**config.mk**
```make
export PLATFORM = sky130hd
export DESIGN_NAME = flex_counter_updn_flat
export DESIGN_NICKNAME = d
export VERILOG_FILES = /design/src/rtl/flex_counter_updn_pkg.sv /design/src/rtl/flex_counter_updn_if.sv /design/src/rtl/flex_counter_updn_prescaler.sv /design/src/rtl/flex_counter_updn.sv /design/src/flat_wrapper.sv
export SDC_FILE = /design/constraint.sdc
export NUM_CORES = 1
export LEC_CHECK = 0
export ABC_AREA = 1
export BUFFER_PORTS_ARGS = -buffer_cell sky130_fd_sc_hd__buf_2
export CAP_MARGIN = 20
export CORE_ASPECT_RATIO = 0.5
export CORE_MARGIN = 8
export CORE_UTILIZATION = 30
export DETAILED_ROUTE_END_ITERATION = 8
export PLACE_DENSITY_LB_ADDON = 0.2
export REMOVE_ABC_BUFFERS = 1
export SLEW_MARGIN = 20
export SYNTH_ARGS = -nofsm -noshare
export SYNTH_HDL_FRONTEND = slang
export SYNTH_SLANG_ARGS = --single-unit
```
**constraint.sdc**
```tcl
create_clock -name clk -period 1.7 [get_ports clk]
set_input_delay 0.17 -clock clk [delete_from_list [all_inputs] [get_ports clk]]
set_output_delay 0.17 -clock clk [all_outputs]
set_load 0.01 [all_outputs]
```
**src/rtl/flex_counter_updn_pkg.sv**
```systemverilog
// Shared types for the up/down flex counter: wrap-mode encoding and low-bound helper.
package flex_counter_pkg;

    localparam int WRAP_MODE_W = 2;

    typedef enum logic [WRAP_MODE_W-1:0] {
        WRAP_ONE  = 2'b00,
        WRAP_ZERO = 2'b01,
        SATURATE  = 2'b10,
        WRAP_RSVD = 2'b11
    } wrap_mode_t;

    // Reserved encoding behaves like WRAP_ONE, so only two modes bottom out at 0.
    function automatic logic low_bound_is_zero(input wrap_mode_t mode);
        return (mode == WRAP_ZERO) || (mode == SATURATE);
    endfunction

endpackage

```
**src/rtl/flex_counter_updn_if.sv**
```systemverilog
// Control/status bundle of flex_counter_updn; the counter sits on the slave side.
interface flex_counter_updn_if #(
    parameter int SIZE = 4
) ();
    import flex_counter_pkg::*;

    logic            clear;
    logic            load;
    logic [SIZE-1:0] load_val;
    logic            count_enable;
    logic            count_down;
    wrap_mode_t      wrap_mode;
    logic [SIZE-1:0] rollover_val;
    logic [SIZE-1:0] count_out;
    logic            rollover_flag;
    logic            wrap_pulse;

    modport master (
        output clear, load, load_val, count_enable, count_down, wrap_mode, rollover_val,
        input  count_out, rollover_flag, wrap_pulse
    );

    modport slave (
        input  clear, load, load_val, count_enable, count_down, wrap_mode, rollover_val,
        output count_out, rollover_flag, wrap_pulse
    );

endinterface

```
**src/rtl/flex_counter_updn_prescaler.sv**
```systemverilog
// Enable prescaler: tick on every (div_val+1)-th enabled cycle; used only with FLEX_COUNTER_PRESCALE_EN.
module flex_prescaler #(
    parameter int SIZE = 8
) (
    input  logic            clk,
    input  logic            rst,
    input  logic            clr,
    input  logic            en,
    input  logic [SIZE-1:0] div_val,
    output logic            tick
);

    logic [SIZE-1:0] count_q;
    logic [SIZE-1:0] count_d;

    assign tick = en && (count_q == div_val);

    always_comb begin
        count_d = count_q;
        if (clr)
            count_d = '0;
        else if (en)
            count_d = tick ? '0 : count_q + 1'b1;
    end

    always_ff @(posedge clk) begin
        if (rst)
            count_q <= '0;
        else
            count_q <= count_d;
    end

endmodule

```
**src/rtl/flex_counter_updn.sv**
```systemverilog
// Up/down flex counter with load, clear and selectable wrap modes plus a one-cycle wrap pulse.
// Define FLEX_COUNTER_PRESCALE_EN to gate count_enable through a programmable prescaler.
module flex_counter_updn
    import flex_counter_pkg::*;
#(
    parameter int SIZE = 4
`ifdef FLEX_COUNTER_PRESCALE_EN
    ,
    parameter int PRESCALE_SIZE = 8
`endif
) (
    input  logic                     clk,
    input  logic                     rst,
`ifdef FLEX_COUNTER_PRESCALE_EN
    input  logic [PRESCALE_SIZE-1:0] prescale_val,
`endif
    flex_counter_updn_if.slave       bus
);

    logic [SIZE-1:0] count_q, count_d;
    logic            flag_q, flag_d;
    logic            pulse_q, pulse_d;
    logic [SIZE-1:0] low_bound;
    logic [SIZE-1:0] terminal;
    logic            advance;

`ifdef FLEX_COUNTER_PRESCALE_EN
    flex_prescaler #(
        .SIZE (PRESCALE_SIZE)
    ) u_prescaler (
        .clk     (clk),
        .rst     (rst),
        .clr     (bus.clear || bus.load),
        .en      (bus.count_enable),
        .div_val (prescale_val),
        .tick    (advance)
    );
`else
    assign advance = bus.count_enable;
`endif

    assign low_bound = low_bound_is_zero(bus.wrap_mode) ? '0 : SIZE'(1);
    assign terminal  = bus.count_down ? low_bound : bus.rollover_val;

    // NOTE: every always_comb output gets a default first so no path leaves it unassigned (no latch).
    always_comb begin
        count_d = count_q;
        pulse_d = 1'b0;
        if (bus.clear) begin
            count_d = '0;
        end else if (bus.load) begin
            count_d = bus.load_val;
        end else if (advance) begin
            if (!bus.count_down) begin
                // Terminal test precedes +1, so the adder never overflows.
                if (count_q >= bus.rollover_val) begin
                    pulse_d = 1'b1;
                    case (bus.wrap_mode)
                        WRAP_ZERO: count_d = '0;
                        SATURATE:  count_d = count_q;
                        default:   count_d = SIZE'(1);
                    endcase
                end else begin
                    count_d = count_q + 1'b1;
                end
            end else begin
                if (count_q <= low_bound) begin
                    pulse_d = 1'b1;
                    count_d = (bus.wrap_mode == SATURATE) ? count_q : bus.rollover_val;
                end else begin
                    count_d = count_q - 1'b1;
                end
            end
        end
        flag_d = (count_d == terminal);
    end

    // NOTE: sequential state uses non-blocking assignments so all flops update together at the edge.
    always_ff @(posedge clk) begin
        if (rst) begin
            count_q <= '0;
            flag_q  <= 1'b0;
            pulse_q <= 1'b0;
        end else begin
            count_q <= count_d;
            flag_q  <= flag_d;
            pulse_q <= pulse_d;
        end
    end

    assign bus.count_out     = count_q;
    assign bus.rollover_flag = flag_q;
    assign bus.wrap_pulse    = pulse_q;

endmodule
```
**src/flat_wrapper.sv**
```systemverilog
// flat-port wrapper written by rule: the top's interface ports become plain ports
module flex_counter_updn_flat import flex_counter_pkg::*;
#(
    parameter int SIZE = 4

)
  (clk, rst, bus_clear, bus_load, bus_load_val, bus_count_enable, bus_count_down, bus_wrap_mode, bus_rollover_val, bus_count_out, bus_rollover_flag, bus_wrap_pulse);
  flex_counter_updn_if #(.SIZE(SIZE)) bus_i ();
  input  logic clk;
  input  logic rst;
  input wire logic [$bits(bus_i.clear)-1:0] bus_clear;
  input wire logic [$bits(bus_i.load)-1:0] bus_load;
  input wire logic [$bits(bus_i.load_val)-1:0] bus_load_val;
  input wire logic [$bits(bus_i.count_enable)-1:0] bus_count_enable;
  input wire logic [$bits(bus_i.count_down)-1:0] bus_count_down;
  input wire logic [$bits(bus_i.wrap_mode)-1:0] bus_wrap_mode;
  input wire logic [$bits(bus_i.rollover_val)-1:0] bus_rollover_val;
  output wire logic [$bits(bus_i.count_out)-1:0] bus_count_out;
  output wire logic [$bits(bus_i.rollover_flag)-1:0] bus_rollover_flag;
  output wire logic [$bits(bus_i.wrap_pulse)-1:0] bus_wrap_pulse;
  assign bus_i.clear = bus_clear;
  assign bus_i.load = bus_load;
  assign bus_i.load_val = bus_load_val;
  assign bus_i.count_enable = bus_count_enable;
  assign bus_i.count_down = bus_count_down;
  assign bus_i.wrap_mode = bus_wrap_mode;
  assign bus_i.rollover_val = bus_rollover_val;
  assign bus_count_out = bus_i.count_out;
  assign bus_rollover_flag = bus_i.rollover_flag;
  assign bus_wrap_pulse = bus_i.wrap_pulse;
  flex_counter_updn #(.SIZE(SIZE)) u_core (.clk(clk), .rst(rst), .bus(bus_i));
endmodule
```
# Word level (Yosys, flattened, before mapping)
# Cells that the tools add are included.
# Widths: inputs -> output; s select.
# totals
reg_bits	6
input_bits	16
output_inout_bits	6
wordCells	26
# op_classes
addsub	2
order_cmp	2
n_eq_ne	3
mux	13
bitwise_logic	1
reduce_logical	2
# op_table
op	count
$mux 4	8
$pmux 4 s2	1
$add 4x1->4 const B	1
$eq 4x4->1	1
$ge 4x4->1	1
$le 4x4->1	1
$mux 1	4
$reduce_or 4->1	1
$sub 4x1->4 const B	1
$eq 2x1->1 const B	1
$eq 2x2->1 const B	1
$logic_or 1x1->1	1
$not 1->1	1

# Logic depth before layout (Yosys ltp)
# depth
depth_word	10
ltp_mapped	18
depth_no_buf	18

# Least setup slack after synthesis
# No wires, ideal clock.
# synth_path
kind	flip-flop to flip-flop
start	register u_core.count_q[0], in the netlist u_core.bus.count_out[0]
end	register u_core.flag_q, in the netlist u_core.bus.rollover_flag
setup_time_ps	110
arrival_ps	1717
required_ps	1590
slack_ps	-127
path_stages_with_launch	16
n_path_buf	0
synth_period_minus_slack_ps	1827
path_cell_list	dfxtp_1 -> inv_1 -> ha_1 -> inv_1 -> nand2_1 -> nand3_4 -> nand2_1 -> o21ai_1 -> a21oi_1 -> nand2_1 -> nand2_1 -> nand2_1 -> nand2_1 -> nand2_1 -> nand2_1 -> nor2_1
# synth_between
elab_chain_len	7
elab_cells_between_ends	13
classes_between	add/sub (2); order compare (2); eq/ne (1); mux (8)
# synth_lines
element	line	text
start: declaration	flex_counter_updn.sv:20	logic [SIZE-1:0] count_q, count_d;
start signal: assignment	flex_counter_updn.sv:85	count_q <= count_d;
$add 4x1->4 (tied with other cells)	flex_counter_updn.sv:64	count_d = count_q + 1'b1;
$mux 4 (on tied branches)	flex_counter_updn.sv:56, flex_counter_updn.sv:67	
$mux 4	flex_counter_updn.sv:54	if (!bus.count_down) begin
$mux 4 (*)	flex_counter_updn.sv:53	end else if (advance) begin
$mux 4 (*)	flex_counter_updn.sv:51	end else if (bus.load) begin
$mux 4 (*)	flex_counter_updn.sv:49	if (bus.clear) begin
$eq 4x4->1 (*)	flex_counter_updn.sv:75	flag_d = (count_d == terminal);
end signal: assignment	flex_counter_updn.sv:86	flag_q <= flag_d;
end: declaration	flex_counter_updn.sv:21	logic flag_q, flag_d;
# Every way passes the cells marked *; elsewhere a longest branch is shown, timed or not.
# A chain may end at the register's enable or synchronous reset.

# Worst setup path in the final report
# Ends and elaborated chain as after synthesis.

==> implementation parameters <==
Parameter                              Value

Status
  Result of the run ... finished, final reports clean

Pwr
  Switching power as a share of total power ... 0.372
  Pint ... roughly 0.00047 W
  Portion of total power attributed to the clock network ... 0.286
  Portion of total power attributed to sequential cells ... 0.208
  Portion of total power attributed to combinational logic ... 0.506
  Reported net switching power ... 0.000277 W
  Maximum vdd ir drop ... 0.272 mV
  Pwr dens ... roughly 530 nW/um^2
  Lkg Pwr ... around 0.81 nW

Worst setup path
  Critical-path maximum fanout ... 4
  Nature of the critical path startpoint ... flop
  Critical path data arrival time ... around 1800 ps
  Endpoint kind of the worst setup timing path ... flop
  Critical setup path kind ... reg -> reg
  CP Data Required Time ... roughly 1900 ps

GRT
  Total gr overflow ... 0
  Pin count of the biggest net entering global routing ... 11
  Wire length of the first global-routing pass ... between 5000 and 6000 um
  Most used routing layer in global routing ... met2
  Global-route track usage on met3 ... 0.0323
  Antenna violations before repair ... 0
  Global Route Usage Sum ... 0.119
  Vias in the first global route ... between 1k and 1.5k
  Met1 layer usage reported by global route ... 0.164
  Met2 usage ... 0.171

Layout
  Area used by multi-input combinational logic ... 769 um^2
  FF+latch area ... 126 um^2
  Antenna diode instance count ... 0
  End-of-flow core utilization ... 0.467
  Fillers ... 333
  Final Net Count ... 239
  Syn-to-layout area delta ... 49.5%
  Layout cells sized above 1 ... 0.377

Place
  Port bufs ... 21
  Minimum setup slack after placement ... -259 ps
  Half-perimeter wire length of the detailed placement result ... 2360 um
  Routability cong. ... about 0.84

Detailed routing
  Remaining routing DRC violations ... 0
  Routed vias ... 1178
  Detailed Route WL ... 3100 um
  Drt wl/cell ... 12.3 um
  ANT nets after route ... 0
  Count of routing violations after the opening detailed-route iteration ... 90
  Routed vias/inst ... around 4.7
  Router iterations before antenna repair ... 4

Clock network
  Cell chosen for the clock root ... sky130_fd_sc_hd__clkbuf_8
  Number of hold-repair buffers added at the cts stage ... 0
  Clock sink count ... 6
  Maximum buffer depth of the clock tree ... 2
  Post-CTS clock slew at the launch and capture registers of the worst setup and hold paths ... roughly 40 ps
  TritonCTS clock tree ... done
  Number of H-tree levels ... 1
  Clock latency at the later pin of the worst-skew pair ... 220 ps
  CTS buffer count ... 3

STA
  Worst setup slack after layout ... roughly 23 ps
  Transition time at the pin with the least slew margin ... 501 ps
  Max Clock Skew ... ~3.2 ps
  Slew headroom ... 0.662
  Final setup violating endpoints ... 0
  Slew Limit Fails ... 0
  Final worst path period share ... 0.986
  Peak Freq ... between 500 and 600 MHz
  Unrepaired setup endpoints after global routing ... yes
  Period minus WS final ... 1680 ps
  Final Hold Violating Endpoints ... 0

Yosys
  Area fraction in and, or, nand and nor cells after synthesis ... 0.463
  Proportion of synthesized area in mux cells ... 0
  Area fraction in compound gates after synthesis ... 0.110
  Cells after synthesis ... around 170
  Dominant register cell in the synthesized netlist ... sky130_fd_sc_hd__dfxtp_1
  Synthesis warning total ... 0
  Number of synthesized register bits ... 6
  Post-synth EDFFs ... 0
  Leading area contributor after synthesis ... sky130_fd_sc_hd__nand2_1
  Post-synthesis adder-cell area fraction ... 0.120
  Synthesized-area fraction occupied by xor and xnor cells ... 0
  FFs w/ async S/R, synth ... 0
  Distinct cell type count after synthesis ... 23
  Largest family of logic cells by synthesized area ... simple AND/OR/NAND/NOR gates
  Biggest area contributors in the synthesized netlist ... sky130_fd_sc_hd__nand2_1 21%, sky130_fd_sc_hd__inv_1 14%, sky130_fd_sc_hd__dfxtp_1 13%, sky130_fd_sc_hd__ha_1 12%, sky130_fd_sc_hd__nand3_1 10%
  Fraction of the yosys area taken by sequential cells ... 0.128
  Synth Area per Inst ... 5.54 um^2
  Top cell types by occurrence after synthesis ... 53 x sky130_fd_sc_hd__nand2_1, 34 x sky130_fd_sc_hd__inv_1, 19 x sky130_fd_sc_hd__nand3_1
  Fraction of synthesized cell area taken by the top area cell type ... 0.213
  Dominant cell by count in the synthesized netlist ... sky130_fd_sc_hd__nand2_1
  Area of the mapped netlist ... approximately 940 um^2

Floorplan
  Full die area ... approximately 5300 um^2
  Die Wd ... about 95 um
  Placeable core region ... roughly 3000 um^2
  Initial cell density of the core ... 0.312
  Io pins ... 22
  Number of rows in the core area ... 14
  Die Ht ... ~55 um

Min path
  Worst hold-check path type ... in -> reg

Flow run
  Count of max-cap constraint violations ... 0
-- stage by stage --
stage	std cells	cell area, um^2	hold slack [ps]	setup TNS, ps	power, W
floorplan	166	903	242	-127	0.000340
global placement	246	1200	431	-766	0.000462
finish	252	1400	199	0	0.000745
global route	252	1400	218	-222	0.000806
CTS	250	1330	194	0	0.000713
detailed placement	246	1200	433	-860	0.000462
-- critical path, stage by stage, from the launching register on --
cell                      delay [ps]
sky130_fd_sc_hd__dfxtp_2         340
sky130_fd_sc_hd__inv_4            60
sky130_fd_sc_hd__ha_4            270
sky130_fd_sc_hd__inv_2            40
sky130_fd_sc_hd__nand2_4          60
sky130_fd_sc_hd__nand3_4         100
sky130_fd_sc_hd__nor2_4          100
sky130_fd_sc_hd__nand2_1          60
sky130_fd_sc_hd__nand2_1          70
sky130_fd_sc_hd__nor2_1           40
sky130_fd_sc_hd__nand2_1          80
sky130_fd_sc_hd__nand2_2          70
sky130_fd_sc_hd__nand2_2          70
sky130_fd_sc_hd__nand2_1          50
sky130_fd_sc_hd__nand2_1          60
sky130_fd_sc_hd__nand2_1          50
sky130_fd_sc_hd__nor2_1          100
-- worst paths after layout --
path,startpoint,endpoint,slack (ps),depth (start not counted)
worst max-delay path,u_core.bus.count_out[0],u_core.bus.rollover_flag,20,16
worst min-delay path,rst,u_core.bus.count_out[3],200,2
worst max register to register,u_core.bus.count_out[0],u_core.bus.rollover_flag,20,16
worst min register to register,u_core.bus.count_out[3],u_core.bus.count_out[3],920,6
-- cell type report --
class | count | share of cell area
Sequential cell | 6 | 0.0903
Clock buffer | 3 | 0.0295
Tap cell | 40 | 0.0358
Multi-Input combinational cell | 124 | 0.550
Timing Repair Buffer | 43 | 0.196
Inverter | 36 | 0.0984
-- power by group through the flow --
stage,logic (W),registers (W),clock network (W)
after floorplan,0.000176,0.000165,0
after global placement,0.000307,0.000155,0
after detailed placement,0.000308,0.000155,0
after CTS,0.000342,0.000154,0.000217
after global routing,0.000422,0.000155,0.000228
final,0.000377,0.000155,0.000213
-- sequential cells by signal, summed over array words and instances (netlist names) --
| signal | cells |
|---|---|
| u_core.bus.count_out | 4 |
| u_core.bus.rollover_flag | 1 |
| u_core.bus.wrap_pulse | 1 |
-- placed cells by master (no fill, tap or decap), types with 3 or more instances in the layout --
cell	instances
sky130_fd_sc_hd__nand2_1	44
sky130_fd_sc_hd__inv_1	31
sky130_fd_sc_hd__buf_2	21
sky130_fd_sc_hd__buf_4	21
sky130_fd_sc_hd__nand3_1	18
sky130_fd_sc_hd__nand2_2	12
sky130_fd_sc_hd__a21oi_1	12
sky130_fd_sc_hd__nor2_1	11
sky130_fd_sc_hd__ha_4	5
sky130_fd_sc_hd__ha_1	4
sky130_fd_sc_hd__inv_2	3
sky130_fd_sc_hd__o21ai_0	3
sky130_fd_sc_hd__clkbuf_8	3
sky130_fd_sc_hd__dfxtp_1	3
-- per-layer routing --
layer | share of wire | wire length, um | up-vias
li1 | - | - | 615
met1 | 0.49 | 1500 | 525
met2 | 0.43 | 1340 | 33
met3 | 0.071 | 221 | 5
met4 | 0.011 | 34 | 0
met5 | 0 | 0 | -
-- repair_timing --
item,4_1_cts,5_1_grt
pin swaps,2,5
resized for setup,16,14
gates cloned,0,0
endpoints found under the setup margin,5,5
buffers inserted,1,2
-- logic make-up after synthesis --
logic type	count (synthesis)
flip-flops	6
adder cells (fa/ha/maj)	9
AND/OR/NAND/NOR	96
buffers and inverters	39
AO/OA/AOI/OAI	19
Note: power is estimated with default switching activity, not from simulation.
